<file path="config.mk">
export PLATFORM = sky130hd
export DESIGN_NAME = mulfunc
export DESIGN_NICKNAME = d
export VERILOG_FILES = /design/src/rtl/mulfunc.sv
export SDC_FILE = /design/constraint.sdc
export NUM_CORES = 1
export LEC_CHECK = 0
export CORE_MARGIN = 2
export CORE_UTILIZATION = 50
export DETAILED_ROUTE_END_ITERATION = 16
export GPL_ROUTABILITY_DRIVEN = 0
export HOLD_SLACK_MARGIN = 0.06
export PLACE_DENSITY = 0.84
export SLEW_MARGIN = 20
export SYNTH_ARGS = -nofsm -noshare
export SYNTH_HDL_FRONTEND = slang
export SYNTH_SLANG_ARGS = --single-unit
</file>
<file path="constraint.sdc">
create_clock -name clk -period 4.2 [get_ports clk]
set_clock_uncertainty 0.2 [all_clocks]
set_input_delay 0.42 -clock clk [delete_from_list [all_inputs] [get_ports clk]]
set_output_delay 0.42 -clock clk [all_outputs]
set_load 0.02 [all_outputs]
</file>
<file path="src/rtl/mulfunc.sv">
// Iterative unsigned multiply-accumulate, {hi,lo} = a*b + c, one shift-add step per clock.
// Optional MULFUNC_EARLY_EN: finish as soon as no multiplier bits remain.
module mulfunc #(
    parameter int unsigned XLEN = 32
) (
    input  logic            clk,
    input  logic            rst,
    input  logic [XLEN-1:0] a,
    input  logic [XLEN-1:0] b,
    input  logic [XLEN-1:0] c,
    input  logic            vld,
    output logic            rdy,
    output logic [XLEN-1:0] lo,
    output logic [XLEN-1:0] hi,
    output logic            ack
);

    localparam int unsigned CW = $clog2(XLEN + 1);
    localparam logic [CW-1:0] LastCnt = CW'(XLEN - 1);

    typedef enum logic [0:0] {StIdle, StBusy} state_e;

    state_e              state_q, state_d;
    logic [2*XLEN-1:0]   acc_q, acc_d;
    logic [2*XLEN-1:0]   mc_q, mc_d;
    logic [XLEN-1:0]     mp_q, mp_d;
    logic [CW-1:0]       cnt_q, cnt_d;
    logic                ack_q, ack_d;
    logic                last;

    always_comb begin
        state_d = state_q;
        acc_d   = acc_q;
        mc_d    = mc_q;
        mp_d    = mp_q;
        cnt_d   = cnt_q;
        ack_d   = 1'b0;
        last    = 1'b0;
        unique case (state_q)
            StIdle: begin
                if (vld) begin
                    acc_d   = {{XLEN{1'b0}}, c};
                    mc_d    = {{XLEN{1'b0}}, a};
                    mp_d    = b;
                    cnt_d   = '0;
                    state_d = StBusy;
                end
            end
            StBusy: begin
                if (mp_q[0]) begin
                    acc_d = acc_q + mc_q;
                end
                mc_d  = mc_q << 1;
                mp_d  = mp_q >> 1;
                cnt_d = cnt_q + CW'(1);
`ifdef MULFUNC_EARLY_EN
                // Remaining steps would only shift zeros; the sum is already final.
                last  = (cnt_q == LastCnt) || (mp_d == '0);
`else
                last  = (cnt_q == LastCnt);
`endif
                if (last) begin
                    state_d = StIdle;
                    ack_d   = 1'b1;
                end
            end
            default: state_d = StIdle;
        endcase
    end

    always_ff @(posedge clk) begin
        if (rst) begin
            state_q <= StIdle;
            acc_q   <= '0;
            mc_q    <= '0;
            mp_q    <= '0;
            cnt_q   <= '0;
            ack_q   <= 1'b0;
        end else begin
            state_q <= state_d;
            acc_q   <= acc_d;
            mc_q    <= mc_d;
            mp_q    <= mp_d;
            cnt_q   <= cnt_d;
            ack_q   <= ack_d;
        end
    end

    assign rdy = (state_q == StIdle);
    assign ack = ack_q;
    assign lo  = acc_q[XLEN-1:0];
    assign hi  = acc_q[2*XLEN-1:XLEN];

endmodule

</file>
# Word level (Yosys, flattened, before mapping)
# Cells that the tools add are included.
# word_totals
register_bits	168
input_bits	99
output_inout_bits	66
# classes
bitwise_logic	1
n_mux	13
n_eq_ne	3
reduce_logical	2
addsub	2
# op_table
op	count
one-hot mux 64 bit (2 select lines)	2
2-to-1 mux 64 bit	3
adder 64 bit	1
one-hot mux 32 bit (2 select lines)	1
2-to-1 mux 32 bit	1
one-hot mux 6 bit (2 select lines)	1
adder 6 x 1 -> 6 bit (second input constant)	1
== test 6 x 5 -> 1 bit (second input constant)	1
2-to-1 mux 6 bit	1
2-to-1 mux 1 bit	3
!= test 2 x 1 -> 1 bit (second input constant)	1
!= test 2 bit (second input constant)	1
one-hot mux 1 bit (2 select lines)	1
AND reduction 2 bit	1
OR reduction 2 bit	1
inverter 1 bit	1

# Logic depth before layout (Yosys ltp)
# Gate-level depths: netlist (run 1).
# logic_depth
word_depth	3
ltp_mapped	12

# Worst setup path after synthesis (run 1)
# OpenSTA, ideal clock, no wires.
# synth_path
path_type	flip-flop to flip-flop
from	register acc_q[0]
to	register acc_q[62]
path_stages_with_launch	13
period_less_slack_ps	3213
n_path_buf	1
arrival_ps	2885
path_slack_ps	987
cell_sequence	dfxtp_1 > ha_1 > fa_1 > a211oi_1 > o21ai_1 > nand4_2 > a21oi_2 > o311a_4 > a211o_2 > or3b_1 > buf_6 > mux2i_1 > o211ai_2
# synth_via
elab_chain_len	3
# synth_rtl
item	line_no	rtl
from (decl)	24	logic [2*XLEN-1:0] acc_q, acc_d;
from (signal assigned)	74	acc_q <= '0;
from (signal assigned)	81	acc_q <= acc_d;
adder 64 bit	51	acc_d = acc_q + mc_q;
2-to-1 mux 64 bit	50	if (mp_q[0]) begin
one-hot mux 64 bit (2 select lines)	39	unique case (state_q)
# Every way passes these cells. The select of a mux whose other input is x is not followed.
# A chain may end at the register's enable or synchronous reset.

# Final worst setup path (run 1)
# layout_path
from	register mc_q[2]
to	register acc_q[55]
# layout_via
elab_chain_len	3
# layout_rtl
item	line_no	rtl
from (decl)	25	logic [2*XLEN-1:0] mc_q, mc_d;
from (signal assigned)	82	mc_q <= mc_d;
adder 64 bit	51	
2-to-1 mux 64 bit	50	
one-hot mux 64 bit (2 select lines)	39	
# Every way passes these cells. The select of a mux whose other input is x is not followed.

==> out/results.txt, run 1 <==
The first global-routing pass estimated 47500 microns of wire. The initial cell density of the core is 51.2%, and the post-layout utilization of the core is 62.6%. The commonest cells after synthesis are 226 x sky130_fd_sc_hd__nor2_1, 199 x sky130_fd_sc_hd__a21oi_1, 168 x sky130_fd_sc_hd__dfxtp_1, 99 x sky130_fd_sc_hd__nand2_1, 68 x sky130_fd_sc_hd__mux2i_1. The vertical die dimension works out to 148 microns.

The logs give 10200 for the routed via count and 20300 sq um for the core footprint. The routed wire length was 29100 microns. The total CTS buffers was 17; the switching part of the total was 30.3%.

In this run, synthesis produced a sequential element count of 168. The count of port buffers added during placement was 164; the maximum clock frequency was 0.289 GHz. The tools report the post-synthesis cell count as 1342. The area fraction of the dominant cell type after synthesis is 32.4%, and the iteration count of the initial detailed-routing pass is 7.

At the worst endpoint, the required time is 4.38 ns. The run gives 0 as the count of antenna diodes in the layout. The number of antenna violations at the first check in global routing came out at 1. Traced cell by cell, the critical path runs through ha_1, o211ai_1, o211ai_1, a32oi_1, a2111oi_1, o21bai_1, o31ai_2, a21oi_1, xor2_1, o21ai_0. The number of enable flip-flop cells after synthesis is 0, and the combinational group share of total power is 16.2%. Counting tap cells, the placed design contains a total of 1699 instances.

The tools report the site row count as 52. The slowest stage cell on the critical path is sky130_fd_sc_hd__a2111oi_1. STA classifies the critical path endpoint as a flop.

The number of max-slew violations in the final report came out at 0. Across the run, the number of max-cap violations was 0. Among all flip-flop cells after synthesis, the most frequent one is sky130_fd_sc_hd__dfxtp_1. The number of global-route vias before repair was 9717; the maximum count of clock buffers along a single path was 2. Detailed placement finished with a half-perimeter wire length of 21100 microns.

Dominant cell type by area after synthesis: sky130_fd_sc_hd__dfxtp_1. The net count of the finished layout is 1612. For the final hold violation count, the log shows 0. For this run, the number of Yosys warnings is 0.

The cell sitting at the root of the clock tree is a sky130_fd_sc_hd__clkbuf_16. The worst register-to-register path has a setup slack of 0.74 ns. STA puts the critical path data arrival time at 3.64 ns. The path class of the tightest hold or removal check is in -> reg. In the routed layout, each cell is associated on average with a via count of 5.92.

The total power per unit cell area works out to 309 nW/um^2. For the number of distinct standard cells referenced by the synthesized netlist, the log shows 60. Clock period minus final worst setup slack: 3.46 ns.

Compared with the post-synthesis result, the final layout area differs by 22.3%. 165 I/O pins were placed. The net switching component of the power is 1.19 mW, and the total power is 3.93 mW. Clock-pin slew was measured on the worst setup and hold paths at 0.07 ns.

After detailed routing, the average wire length per cell comes to 16.8 microns. The share of final-layout standard cells stronger than drive strength 1 is 4.18%. In this run, the number of DRC markers left after iteration 0 of detailed routing was 694.

The logs give 0 for the post-CTS setup repair buffer count and 26.4% for the global routing usage summed across all routing layers. The logs give 0 ns for the total negative slack for setup checks and 43.5% for the sequential cell fraction of total power. Setup repair after global routing left no endpoint under its margin. After synthesis, the cell types taking the most area are sky130_fd_sc_hd__dfxtp_1 32%, sky130_fd_sc_hd__a21oi_1 9.6%, sky130_fd_sc_hd__nor2_1 8.2%.

The maximum net fanout on the critical path is 5. In this run the static leakage power is 5.20 nW. Total internal power: 2.74 mW. TritonCTS built the clock tree.

The relative slew slack was 33.3%; the non-filler instance count after layout was 1731. In this run the remaining antenna-violating nets after routing total 0. The kind of launch point of the worst setup path was a flop. The path type of the worst setup path was reg -> reg.

The highest cell delay on the worst timing path is 0.77 ns, and the full die area is 22000 sq um. The post-cts resize count is 0, and the period utilization is 82.5%. Counting stages on the worst path, the most repeated cell is sky130_fd_sc_hd__o211ai_1.

The clock drives 168 sinks. Once placement finished, the instance area stood at 12100 sq um. The tools report the post-synthesis instance area as 10400 sq um.

Once layout is done, the placed cells without fillers occupy 12700 sq um. The number of remaining DRC errors is 0. For this run, asynchronously set or reset flops after synthesis account for 0%.

The number of nets in the synthesized netlist is 1506. The clock network burns 40.3% of the power. The width of the chip was 148 microns. Clock latency on the worst-skew pair, taken at its later pin, is 0.45 ns. The most frequent cell after synthesis was sky130_fd_sc_hd__nor2_1. The flow ran to the end, and the final reports show no timing, DRC or antenna violations. The run gives 0 as the total of endpoints with negative setup slack in the final report. The overall overflow remaining after global route is 0, and the H-tree depth reported by CTS is 4.

For the pin with the worst max-slew slack, the measured transition is 1.00 ns. The tools report the pin count of the biggest net entering global routing as 126. Across the VDD grid, the largest voltage drop is 0.285 mV. Averaged over all synthesized cells, the footprint is 7.75 sq um. The post-synthesis sequential area ratio came out at 32.4%. The quantity of hold-fixing buffers added after cts came out at 0.
-- per-stage QoR --
stage | setup slack, ns | hold WS, ns
2_1_floorplan | 0.987 | 0.254
3_3_place_gp | 0.897 | 0.259
3_5_place_dp | 0.824 | 0.268
4_1_cts | 0.801 | 0.213
5_1_grt | 0.465 | 0.219
6_report | 0.736 | 0.220
-- critical path, delay by kind of cell, from the launching register on --
family	cells	cell delay (ns)
AOI/OAI and AO/OA	8	2.34
xor gates and xnor gates	1	0.15
adders and majority gates	1	0.37
DFF	1	0.34
-- metal layers --
layer	wire length (microns)	GRT usage, %
met5	16	0
met3	2430	7.73
met4	809	9.00
met2	13400	43.5
met1	12400	33.1
-- flip-flops by register name, summed over array words and instances, names as in the netlist --
register and flops:
mp_q 32, acc_q 64, state_q 1, mc_q 64
cnt_q 6, ack 1
-- worst paths after layout --
kind                  start         to  cells past startpoint
setup / recovery    mc_q[2]  acc_q[55]                     10
hold / removal          rst   mc_q[61]                      2
setup reg to reg    mc_q[2]  acc_q[55]                     10
hold reg to reg   acc_q[17]  acc_q[17]                      2
-- layout by cell type (no fill, tap or decap), types with 21 or more instances in the layout --
master,n
sky130_fd_sc_hd__nand2_1,99
sky130_fd_sc_hd__nor2_1,225
sky130_fd_sc_hd__nand4_1,21
sky130_fd_sc_hd__xnor2_1,25
sky130_fd_sc_hd__nor3b_1,36
sky130_fd_sc_hd__xor2_1,34
sky130_fd_sc_hd__a21oi_1,199
sky130_fd_sc_hd__o21ai_0,62
sky130_fd_sc_hd__ha_1,64
sky130_fd_sc_hd__clkdlybuf4s50_1,162
sky130_fd_sc_hd__inv_1,24
sky130_fd_sc_hd__dfxtp_1,167
sky130_fd_sc_hd__mux2i_1,68
sky130_fd_sc_hd__a21o_1,29
-- power groups by stage --
stage               clock (mW)  sequential [mW]  combinational (mW)
global placement             0             1.74               0.615
floorplan                    0             1.76               0.376
finish                    1.59             1.71               0.637
global route              1.68             1.72               0.696
CTS                       1.60             1.71               0.632
detailed placement           0             1.75               0.626
-- cell type report --
class | instances | area [sq um]
Clock inverter | 15 | 168
Tap cell | 270 | 338
Clock buffer | 17 | 425
Fill cell | 1780 | 7590
Inverter | 24 | 90.1
Sequential cell | 168 | 3370
Multi-Input combinational cell | 1060 | 6580
Timing Repair Buffer | 177 | 1740
-- logic make-up after synthesis --
kind of cell / synth area share [%]
adders and majority gates: 7.90
and+or+nand+nor: 19.6
DFF: 32.4
xor gates and xnor gates: 4.97
muxes: 6.55
buffers and inverters: 4.34
AOI/OAI and AO/OA: 24.3
Note: power is estimated with default switching activity, not from simulation.
==> inputs of run 2 (changes only) <==
- clock period: 4.2 -> 3.4 ns (I/O delays scaled with it)
==> run 2 against run 1 <==
  * Via count increased by 1.2%
  * Power is 25% higher
  * Combinational power grew 24%
  * Core utilization rose by 0.74 points
  * Flip-flop and latch count unchanged
  * Global-route usage increased by 0.18 points
  * Critical path depth increased by 1
  * Critical endpoint is now acc_q[62]
  * Highest routed layer unchanged
==> out/results.txt, run 2 (same netlist as run 1, synthesis figures left out) <==
The run gives 0.384 mV (+35%) as the worst-case vdd ir drop. TritonCTS built the clock tree. The static leakage was 5.27 nW (+1.4%); the clock period minus final worst setup slack was 3.28 ns (-0.188 ns). The logs give 1 (unchanged) for the number of antenna violations at the first check in global routing and 0 (unchanged) for the max-capacitance violation count. In the final layout, the registers with the most flip-flops are acc_q (64), mc_q (64), mp_q (32). The cell total after placement was 1707 (+0.47%); the via count normalized by instance count was 5.96 (+0.67%).

The pin count of the biggest net entering global routing is 102 (-19%), and the fill cell instance count of the final layout is 1743 (-2.1%). The tools report the non-filler instance count after layout as 1740 (+0.52%). Period utilization: 96.3% (+14 points). The worst slack on hold paths was 0.140 ns (-0.0800 ns).

The clock root buffer was sky130_fd_sc_hd__clkbuf_16. Total power: 4.92 mW (+25%). The number of cells traversed by the worst register-to-register path came out at 11 (+1). Following the worst setup path forward leads to its endpoint at acc_q[62]. For the final hold violation count, the log shows 0 (unchanged). The share of final-layout standard cells stronger than drive strength 1 came out at 5.38% (+1.2 points). The number of top-level pins came out at 165 (unchanged). Setup repair after global routing left no endpoint under its margin. The routed wire length is 29500 microns (+1.6%). For the core footprint, the log shows 20300 sq um (unchanged).

The critical path endpoint category is a flop. For the final layout net count, the log shows 1620 (+0.50%). The slew at the pin closest to its max-slew limit works out to 0.818 ns (-0.183 ns). The site row count came out at 52 (unchanged).

The total of endpoints with negative setup slack in the final report was 0 (unchanged); the post-layout utilization of the core was 63.4% (+0.74 points). The maximum clock frequency is 0.305 GHz (+5.7%). The library cells used most frequently in the layout, excluding fill and tap cells, are 225 x sky130_fd_sc_hd__nor2_1, 199 x sky130_fd_sc_hd__a21oi_1, 167 x sky130_fd_sc_hd__dfxtp_1. The maximum net fanout on the critical path was 5 (unchanged); the critical path data arrival time was 3.40 ns (-0.24 ns). The clock sink total was 168 (unchanged); the iteration count of the initial detailed-routing pass was 7 (unchanged). The critical hold path startpoint was rst. For the number of nets with antenna violations after routing, the log shows 0 (unchanged). The worst register-to-register path ends at acc_q[62]. In this run the worst hold path is classified as in -> reg. Relative slew slack: 45.5% (+12 points). STA classifies the critical path startpoint as a flop. Relative to the synthesized area, the layout overhead comes to 23.7%. For the post-CTS setup repair buffer count, the log shows 0 (unchanged).

The total negative slack for setup checks is 0 ns (unchanged), and the detailed placer's ending HPWL is 21200 microns (+0.59%). The H-tree depth reported by CTS was 4 (unchanged). The most critical setup path has its startpoint at acc_q[0]. The run gives 0.12 ns (-0.61 ns) as the setup slack of the worst register-to-register path. The library cell used most frequently in the layout, excluding fill and tap cells, is sky130_fd_sc_hd__nor2_1. The hold path depth works out to 2 (unchanged). The total power per unit cell area was 383 nW/um^2 (+24%). The tools report the clock insertion delay at the later pin of the skew report as 0.45 ns (about the same). The vertical die dimension works out to 148 microns (unchanged). The logs give 48000 microns (+1.0%) for the first-pass GRT wire length and 26.6% (+0.18 points) for the global routing usage summed across all routing layers. The per-cell routed wire length works out to 17.0 microns (+1.1%). Overall overflow remaining after global route: 0 (unchanged). The quantity of hold-fixing buffers added after cts is 0 (unchanged). The count of port buffers added during placement was 164 (unchanged). The logs give 51.2% (unchanged) for the initial cell density of the core and 3.53 ns (-0.85 ns) for the data required time at the worst endpoint. The number of max-slew violations in the final report is 0 (unchanged). The width of the chip came out at 148 microns (unchanged).

The flow ran to the end, and the final reports show no timing, DRC or antenna violations. The origin of the critical flop-to-flop path is acc_q[0]. The path type of the worst setup path is reg -> reg. The number of remaining DRC errors is 0 (unchanged).

The tools report the full die area as 22000 sq um (unchanged). The number of global-route vias before repair came out at 9667 (-0.51%). The maximum count of clock buffers along a single path was 2 (unchanged). The violation count after the first detailed-route iteration is 859 (+24%), and the clock-pin slew on the worst setup and hold paths is 0.08 ns (about the same). The tools report the routed via count as 10400 (+1.2%). The total CTS buffers was 17 (unchanged).
==> run 2: cell types whose count changed in the layout (fill, tap and decap cells not counted), moves of 2 or more <==
cell / delta
sky130_fd_sc_hd__buf_12: +2
sky130_fd_sc_hd__ha_2: +2
sky130_fd_sc_hd__buf_4: +7
sky130_fd_sc_hd__ha_1: -2
==> run 2: report_power, final <==
part / internal [mW] / switching, mW / total, mW
logic: 0.359 / 0.433 / 0.792
registers: 2.05 / 0.0767 / 2.12
clock network: 1.05 / 0.952 / 2.01
==> run 2: critical path, stage by stage, from the launching register on <==
cell and delay, ns:
sky130_fd_sc_hd__dfxtp_1 0.34, sky130_fd_sc_hd__ha_1 0.25, sky130_fd_sc_hd__fa_2 0.38, sky130_fd_sc_hd__a211oi_2 0.26, sky130_fd_sc_hd__o21ai_1 0.16, sky130_fd_sc_hd__nand4_2 0.16
sky130_fd_sc_hd__a21oi_2 0.08, sky130_fd_sc_hd__o311a_4 0.39, sky130_fd_sc_hd__a211o_2 0.34, sky130_fd_sc_hd__or3b_4 0.27, sky130_fd_sc_hd__mux2i_1 0.21, sky130_fd_sc_hd__o211ai_2 0.09
==> run 2: worst min path at each step <==
| stage | to | slack [ns] |
|---|---|---|
| final | mc_q[19] | 0.14 |
| after global routing | mc_q[22] | 0.15 |
| after CTS | mc_q[19] | 0.13 |
| after detailed placement | mp_q[7] | 0.27 |
| after global placement | acc_q[17] | 0.26 |
| after floorplan | mp_q[0] | 0.25 |
==> run 2: area by class of cell <==
cell class / instances / area [sq um] / area share, %
Multi-Input combinational cell: 1060 / 6640 / 51.7
Antenna cell: 1 / 2.50 / 0.0195
Inverter: 24 / 90.1 / 0.701
Tap cell: 270 / 338 / 2.63
Clock buffer: 17 / 425 / 3.31
Timing Repair Buffer: 185 / 1820 / 14.1
Clock inverter: 15 / 175 / 1.36
Sequential cell: 168 / 3370 / 26.2
==> run 2: metrics by stage <==
stage               instance area (sq um)  setup WS [ns]
finish                              12900          0.125
global route                        12900        0.00547
CTS                                 12800         0.0450
detailed placement                  12200       -0.00338
global placement                    12200         0.0288
floorplan                           10400          0.187
==> run 2: per-layer routing <==
| layer | GRT usage [%] | share of wire (%) | vias to the layer above |
|---|---|---|---|
| met3 | 7.09 | 8.6 | 79 |
| met5 | 0 | 0.054 | - |
| li1 | - | - | 5038 |
| met1 | 34.2 | 43 | 4797 |
| met4 | 9.38 | 2.9 | 2 |
| met2 | 43.1 | 45 | 448 |
==> run 2: what timing repair did <==
action | in CTS | in global routing
pin swaps | 0 | 2
resized for setup | 3 | 9
setup endpoints to repair | 3 | 16
